===== src/rtl/instr_pkg.sv =====
// Shared definitions for the matrix-multiply core instruction memory:
// opcode encodings and the loader FSM state type.
package instr_pkg;

    localparam int unsigned OPCODE_WIDTH = 8;

    localparam logic [OPCODE_WIDTH-1:0] LDACI  = 8'd0;
    localparam logic [OPCODE_WIDTH-1:0] LDAC   = 8'd1;
    localparam logic [OPCODE_WIDTH-1:0] LDARR1 = 8'd2;
    localparam logic [OPCODE_WIDTH-1:0] LDARR2 = 8'd3;
    localparam logic [OPCODE_WIDTH-1:0] MVAC   = 8'd4;
    localparam logic [OPCODE_WIDTH-1:0] MVACRi = 8'd5;
    localparam logic [OPCODE_WIDTH-1:0] MVACRj = 8'd6;
    localparam logic [OPCODE_WIDTH-1:0] MVACRk = 8'd7;
    localparam logic [OPCODE_WIDTH-1:0] MVACR1 = 8'd8;
    localparam logic [OPCODE_WIDTH-1:0] MVACR2 = 8'd9;
    localparam logic [OPCODE_WIDTH-1:0] ADDTR  = 8'd10;
    localparam logic [OPCODE_WIDTH-1:0] ADDR1  = 8'd11;
    localparam logic [OPCODE_WIDTH-1:0] ADDR2  = 8'd12;
    localparam logic [OPCODE_WIDTH-1:0] STACI  = 8'd13;
    localparam logic [OPCODE_WIDTH-1:0] STTR   = 8'd14;
    localparam logic [OPCODE_WIDTH-1:0] MULT   = 8'd15;
    localparam logic [OPCODE_WIDTH-1:0] MULTRi = 8'd16;
    localparam logic [OPCODE_WIDTH-1:0] MULTRj = 8'd17;
    localparam logic [OPCODE_WIDTH-1:0] MULTRk = 8'd18;
    localparam logic [OPCODE_WIDTH-1:0] SUB    = 8'd19;
    localparam logic [OPCODE_WIDTH-1:0] SUBRi  = 8'd20;
    localparam logic [OPCODE_WIDTH-1:0] SUBRj  = 8'd21;
    localparam logic [OPCODE_WIDTH-1:0] SUBRk  = 8'd22;
    localparam logic [OPCODE_WIDTH-1:0] CLRR   = 8'd23;
    localparam logic [OPCODE_WIDTH-1:0] CLRAC  = 8'd24;
    localparam logic [OPCODE_WIDTH-1:0] CLRTR  = 8'd25;
    localparam logic [OPCODE_WIDTH-1:0] INAC   = 8'd26;
    localparam logic [OPCODE_WIDTH-1:0] JPNZ   = 8'd27;
    localparam logic [OPCODE_WIDTH-1:0] ENDOP  = 8'd28;
    localparam logic [OPCODE_WIDTH-1:0] LDACRi = 8'd29;
    localparam logic [OPCODE_WIDTH-1:0] LDACRj = 8'd30;
    localparam logic [OPCODE_WIDTH-1:0] LDACRk = 8'd31;
    localparam logic [OPCODE_WIDTH-1:0] LDACR3 = 8'd32;
    localparam logic [OPCODE_WIDTH-1:0] MVACR3 = 8'd33;
    localparam logic [OPCODE_WIDTH-1:0] NOP    = 8'd34;

    typedef enum logic [1:0] {
        ST_IDLE = 2'd0,
        ST_LOAD = 2'd1,
        ST_RUN  = 2'd2
    } loader_state_t;

endpackage


===== src/rtl/instr_mem_array.sv =====
// Instruction storage: LANES-wide write port and a registered dual read
// returning the word at rd_addr and the one after it (wrapping).
module instr_mem_array #(
    parameter int unsigned DATA_WIDTH = 8,
    parameter int unsigned ADDR_WIDTH = 8,
    parameter int unsigned LANES      = 2
) (
    input  logic                        clk,
    input  logic                        rst_n,
    input  logic                        wr_en,
    input  logic [ADDR_WIDTH-1:0]       wr_addr,
    input  logic [LANES*DATA_WIDTH-1:0] wr_data,
    input  logic                        rd_en,
    input  logic [ADDR_WIDTH-1:0]       rd_addr,
    output logic [DATA_WIDTH-1:0]       rd_data0,
    output logic [DATA_WIDTH-1:0]       rd_data1
);

    localparam int unsigned DEPTH = 1 << ADDR_WIDTH;

    logic [DATA_WIDTH-1:0] mem [DEPTH];
    logic [ADDR_WIDTH-1:0] rd_addr_next;

    assign rd_addr_next = rd_addr + ADDR_WIDTH'(1);

    // Storage is deliberately not reset so a reset keeps loaded code.
    always_ff @(posedge clk) begin
        if (wr_en) begin
            for (int unsigned i = 0; i < LANES; i++) begin
                mem[wr_addr + ADDR_WIDTH'(i)] <= wr_data[i*DATA_WIDTH +: DATA_WIDTH];
            end
        end
    end

    always_ff @(posedge clk or negedge rst_n) begin
        if (!rst_n) begin
            rd_data0 <= '0;
            rd_data1 <= '0;
        end else if (rd_en) begin
            rd_data0 <= mem[rd_addr];
            rd_data1 <= mem[rd_addr_next];
        end
    end

endmodule


===== src/rtl/instr_mem_loader.sv =====
// Instruction memory with a streaming valid/ready loader and a fetch port
// that returns opcode plus following operand in one access.
module instr_mem_loader
    import instr_pkg::*;
#(
    parameter int unsigned DATA_WIDTH = 8,
    parameter int unsigned ADDR_WIDTH = 8,
    parameter int unsigned LANES      = 2
) (
    input  logic                        clk,
    input  logic                        rst_n,
    input  logic                        load_start,
    input  logic                        load_valid,
    input  logic [LANES*DATA_WIDTH-1:0] load_data,
    input  logic                        load_last,
    output logic                        load_ready,
    output logic                        load_done,
    output logic                        load_overflow,
    output logic [ADDR_WIDTH:0]         load_count,
    input  logic                        fetch_req,
    input  logic [ADDR_WIDTH-1:0]       fetch_addr,
    output logic                        fetch_valid,
    output logic [DATA_WIDTH-1:0]       fetch_op,
    output logic [DATA_WIDTH-1:0]       fetch_arg
);

    localparam int unsigned DEPTH = 1 << ADDR_WIDTH;
    localparam int unsigned PW    = ADDR_WIDTH + 1;
    localparam int unsigned CW    = ADDR_WIDTH + 2;
    localparam logic [CW-1:0] COUNT_CAP = CW'(DEPTH);

    loader_state_t         state, state_next;
    logic [ADDR_WIDTH-1:0] ptr, ptr_next;
    logic                  ready_next, done_next, ovf_next, fvalid_next;
    logic [ADDR_WIDTH:0]   count_next;
    logic [PW-1:0]         ptr_sum;
    logic [CW-1:0]         count_sum;
    logic                  beat_accept, rd_en;

    assign ptr_sum   = {1'b0, ptr} + PW'(LANES);
    assign count_sum = {1'b0, load_count} + CW'(LANES);

    always_comb begin
        state_next  = state;
        ptr_next    = ptr;
        ready_next  = load_ready;
        done_next   = 1'b0;
        ovf_next    = load_overflow;
        count_next  = load_count;
        fvalid_next = 1'b0;
        beat_accept = 1'b0;
        rd_en       = 1'b0;

        // load_start overrides everything, including a same-cycle beat.
        if (load_start) begin
            state_next = ST_LOAD;
            ptr_next   = '0;
            count_next = '0;
            ovf_next   = 1'b0;
            ready_next = 1'b1;
        end else begin
            case (state)
                ST_IDLE: ;
                ST_LOAD: begin
                    if (load_valid && load_ready) begin
                        beat_accept = 1'b1;
                        ptr_next    = ptr_sum[ADDR_WIDTH-1:0];
                        if (ptr_sum[ADDR_WIDTH]) begin
                            ovf_next = 1'b1;
                        end
                        count_next = (count_sum > COUNT_CAP) ? COUNT_CAP[ADDR_WIDTH:0]
                                                             : count_sum[ADDR_WIDTH:0];
                        if (load_last) begin
                            state_next = ST_RUN;
                            ready_next = 1'b0;
                            done_next  = 1'b1;
                        end
                    end
                end
                ST_RUN: begin
                    if (fetch_req) begin
                        rd_en       = 1'b1;
                        fvalid_next = 1'b1;
                    end
                end
                default: state_next = ST_IDLE;
            endcase
        end
    end

    always_ff @(posedge clk or negedge rst_n) begin
        if (!rst_n) begin
            state         <= ST_IDLE;
            ptr           <= '0;
            load_ready    <= 1'b0;
            load_done     <= 1'b0;
            load_overflow <= 1'b0;
            load_count    <= '0;
            fetch_valid   <= 1'b0;
        end else begin
            state         <= state_next;
            ptr           <= ptr_next;
            load_ready    <= ready_next;
            load_done     <= done_next;
            load_overflow <= ovf_next;
            load_count    <= count_next;
            fetch_valid   <= fvalid_next;
        end
    end

    instr_mem_array #(
        .DATA_WIDTH (DATA_WIDTH),
        .ADDR_WIDTH (ADDR_WIDTH),
        .LANES      (LANES)
    ) u_mem (
        .clk      (clk),
        .rst_n    (rst_n),
        .wr_en    (beat_accept),
        .wr_addr  (ptr),
        .wr_data  (load_data),
        .rd_en    (rd_en),
        .rd_addr  (fetch_addr),
        .rd_data0 (fetch_op),
        .rd_data1 (fetch_arg)
    );

endmodule


===== config.mk =====
export PLATFORM = sky130hd
export DESIGN_NAME = instr_mem_loader
export DESIGN_NICKNAME = d
export VERILOG_FILES = /design/src/rtl/instr_pkg.sv /design/src/rtl/instr_mem_array.sv /design/src/rtl/instr_mem_loader.sv
export SDC_FILE = /design/constraint.sdc
export NUM_CORES = 2
export LEC_CHECK = 0
export CELL_PAD_IN_SITES_DETAIL_PLACEMENT = 1
export CELL_PAD_IN_SITES_GLOBAL_PLACEMENT = 2
export CORE_ASPECT_RATIO = 0.5
export CORE_MARGIN = 8
export CORE_UTILIZATION = 38
export DETAILED_ROUTE_END_ITERATION = 10
export PLACE_DENSITY_LB_ADDON = 0.1
export SLEW_MARGIN = 15
export SYNTH_ARGS = -nofsm -noshare
export SYNTH_HDL_FRONTEND = slang
export SYNTH_SLANG_ARGS = --single-unit

===== constraint.sdc =====
create_clock -name clk -period 3.9 [get_ports clk]
set_clock_uncertainty 0.05 [all_clocks]
set_input_delay 0.585 -clock clk [delete_from_list [all_inputs] [get_ports clk]]
set_output_delay 0.585 -clock clk [all_outputs]
set_load 0.05 [all_outputs]

==> metrics.txt <==
Top delay family on crit path=compound AO/OA/AOI/OAI gates; GRT Util Overall=25.50%; Placed Area=120000 µm²; final worst-path cycle share=98.59%; Clk Latency, worst-skew pair=880 ps; syn_nets=7563; Num CTS Buffers=215; syn_area_per_cell=15.24 µm²; largest net degree at the start of global routing=106; Total Neg Setup Slack=0 ps; first-pass GRT wire length=581800 µm; routability cong.=0.8622; CP max stage cell=o31ai_2; CTS Buffer Depth=4; max cap viols=0; chip height=404.6 µm; VDD IR-drop max=0.0003653 V; H-tree levels=4; # rows=142; Achievable Freq=0.2601 GHz; Starting DRT DRC Count=7902; # clock sinks=2085; clk slew on worst S/H paths=70 ps; Syn Inst Count=7530; CP Launch Type=primary input; Post-Route WL=419300 µm; synthesized flop and latch total=2085; Hold Slack=52.46 ps; Fin. Hold Viols=0; vias in the first global route=70303; starting density of the core=38.26%; Core Footprint=299900 µm²; commonest non-fill, non-tap cell in the layout=edfxtp_1; pre-CTS setup slack=-792.1 ps; Lkg Pwr=43.48 nW; root buf cell=clkbuf_16; initial antenna violation count=35; final slew viol count=0; number of synthesized flops with an enable pin=2048; WP data required=4640 ps; Initial DRT Pass Iterations=5; ys async rst share=1.775%; Crit Path Category=in -> reg; Vias=68216; port bufs=57; CP most frequent cell=buf_4; Main synth FF type=edfxtp_1; number of remaining DRC errors=0; critical path arrival=4580 ps; Placed Instances=10472; P per Cell Area=416.0 nW/µm²; worst slew pin tran=1127 ps; Routed Antenna Nets=0; die area=320900 µm²; sequential element share of the synthesized area=54.40%; Syn. warnings=0; fin area=127000 µm²; non-filler cells in the finished layout=10865; I/O pin count=59; DR vias/cell=6.279; Max-slew headroom=24.32%; worst setup margin=55.17 ps; leading cell types in the layout, fill and taps excluded=edfxtp_1, mux4_2, mux2_2, buf_4, nand2_1; minimum clock period=3845 ps; post-synthesis cell area=114800 µm²; final setup violation count=0; Netlist cell types=67; Total Power=52.83 mW; nets@finish=6691; share of post-route cells with drive strength above 1=44.01%; Area Overhead vs Synth=10.66%; DP Wirelength=282100 µm; CP Capture Type=register; CP cell instances=buf_16 > ha_4 > buf_12 > buf_4 > mux4_2 > nand2_1 > a221oi_1 > a311oi_1 > buf_4 > a32oi_1 > o31ai_2 > buf_4 > nand3_1; die width=793.1 µm; Worst Hold Class=in -> reg; unrepaired setup endpoints after global routing=no; Layout Utilization=42.34%; CP max FO=18; slowest stage delay, CP=830 ps; CTS tree=yes; FILL cells=28807; CP bufs+invs=5; routed len/inst=38.59 µm; status=finished clean; grt ovf=0
## path summary, 6_finish.rpt
check / end / slack, ps / depth (start not counted) / start
setup / recovery: u_mem.rd_data1[3]$_DFFE_PN0P_ / 60 / 13 / fetch_addr[0]
hold / removal: u_mem.mem[138][6]$_DFFE_PP_ / 50 / 1 / load_data[6]
setup reg to reg: u_mem.rd_data0[1]$_DFFE_PN0P_ / 330 / 9 / u_mem.mem[35][1]$_DFFE_PP_
hold reg to reg: state[1]$_DFFE_PN0P_ / 450 / 2 / state[1]$_DFFE_PN0P_
max in group asynchronous: u_mem.rd_data1[6]$_DFFE_PN0P_ / 2680 / 3 / rst_n
min in group asynchronous: load_count[4]$_DFFE_PN0P_ / 340 / 2 / rst_n
## power by group
group	total (mW)	switching [mW]	internal, mW	leakage, nW
combinational	6.72	3.95	2.77	21.2
sequential	24.7	0.0829	24.6	18.9
clock	21.4	9.45	11.9	3.39
## timing repair
action                                  4_1_cts  5_1_grt
resized for setup                             0        0
buffers inserted                              0        0
hold buffers                                  1        0
endpoints found under the setup margin        0        0
hold endpoints to repair                     25        0
## flip-flops by register name (all words and copies together), names as in the netlist, 2 cells and up
register,count
u_mem.mem,2048
load_count,8
u_mem.rd_data0,8
u_mem.rd_data1,8
ptr,7
state,2
## metal layers
metal	wire (µm)	vias to the layer above	GRT usage [%]
met3	32550	489	4.773
li1	-	27002	-
met4	10170	2	5.553
met2	193700	2992	40.29
met5	13	-	0
met1	182900	37731	36.75
## cells in the mapped netlist, drive strengths merged, types with 58 or more instances
master | count | share of area, %
o221ai | 64 | 0.49
mux4 | 1057 | 21
buf | 272 | 1.3
mux2 | 1035 | 10
clkbuf | 1477 | 4.8
nand2 | 332 | 1.1
nor2 | 58 | 0.19
edfxtp | 2048 | 54
inv | 269 | 0.88
o22ai | 58 | 0.32
nor3 | 61 | 0.29
a21oi | 81 | 0.35
mux2i | 271 | 2.4
## layout make-up
type                            instances  area, µm²  area share, %
Clock buffer                          263       5662          4.458
Antenna cell                            7      17.52        0.01379
Sequential cell                      2085      62420          49.16
Clock inverter                        122       1269         0.9991
Multi-Input combinational cell       3427      44420          34.98
Inverter                              269       1017         0.8010
Timing Repair Buffer                  660       7136          5.619
Tap cell                             4032       5045          3.973
## cell families after synthesis
logic type	synth area share, %
xor+xnor	0.1047
compound gates	2.852
fa+ha+maj	0.03271
simple gates	2.310
flops	54.40
mux	33.27
other cells	0.003268
buf+inv	7.030
Power figures use the tool's default switching activity.
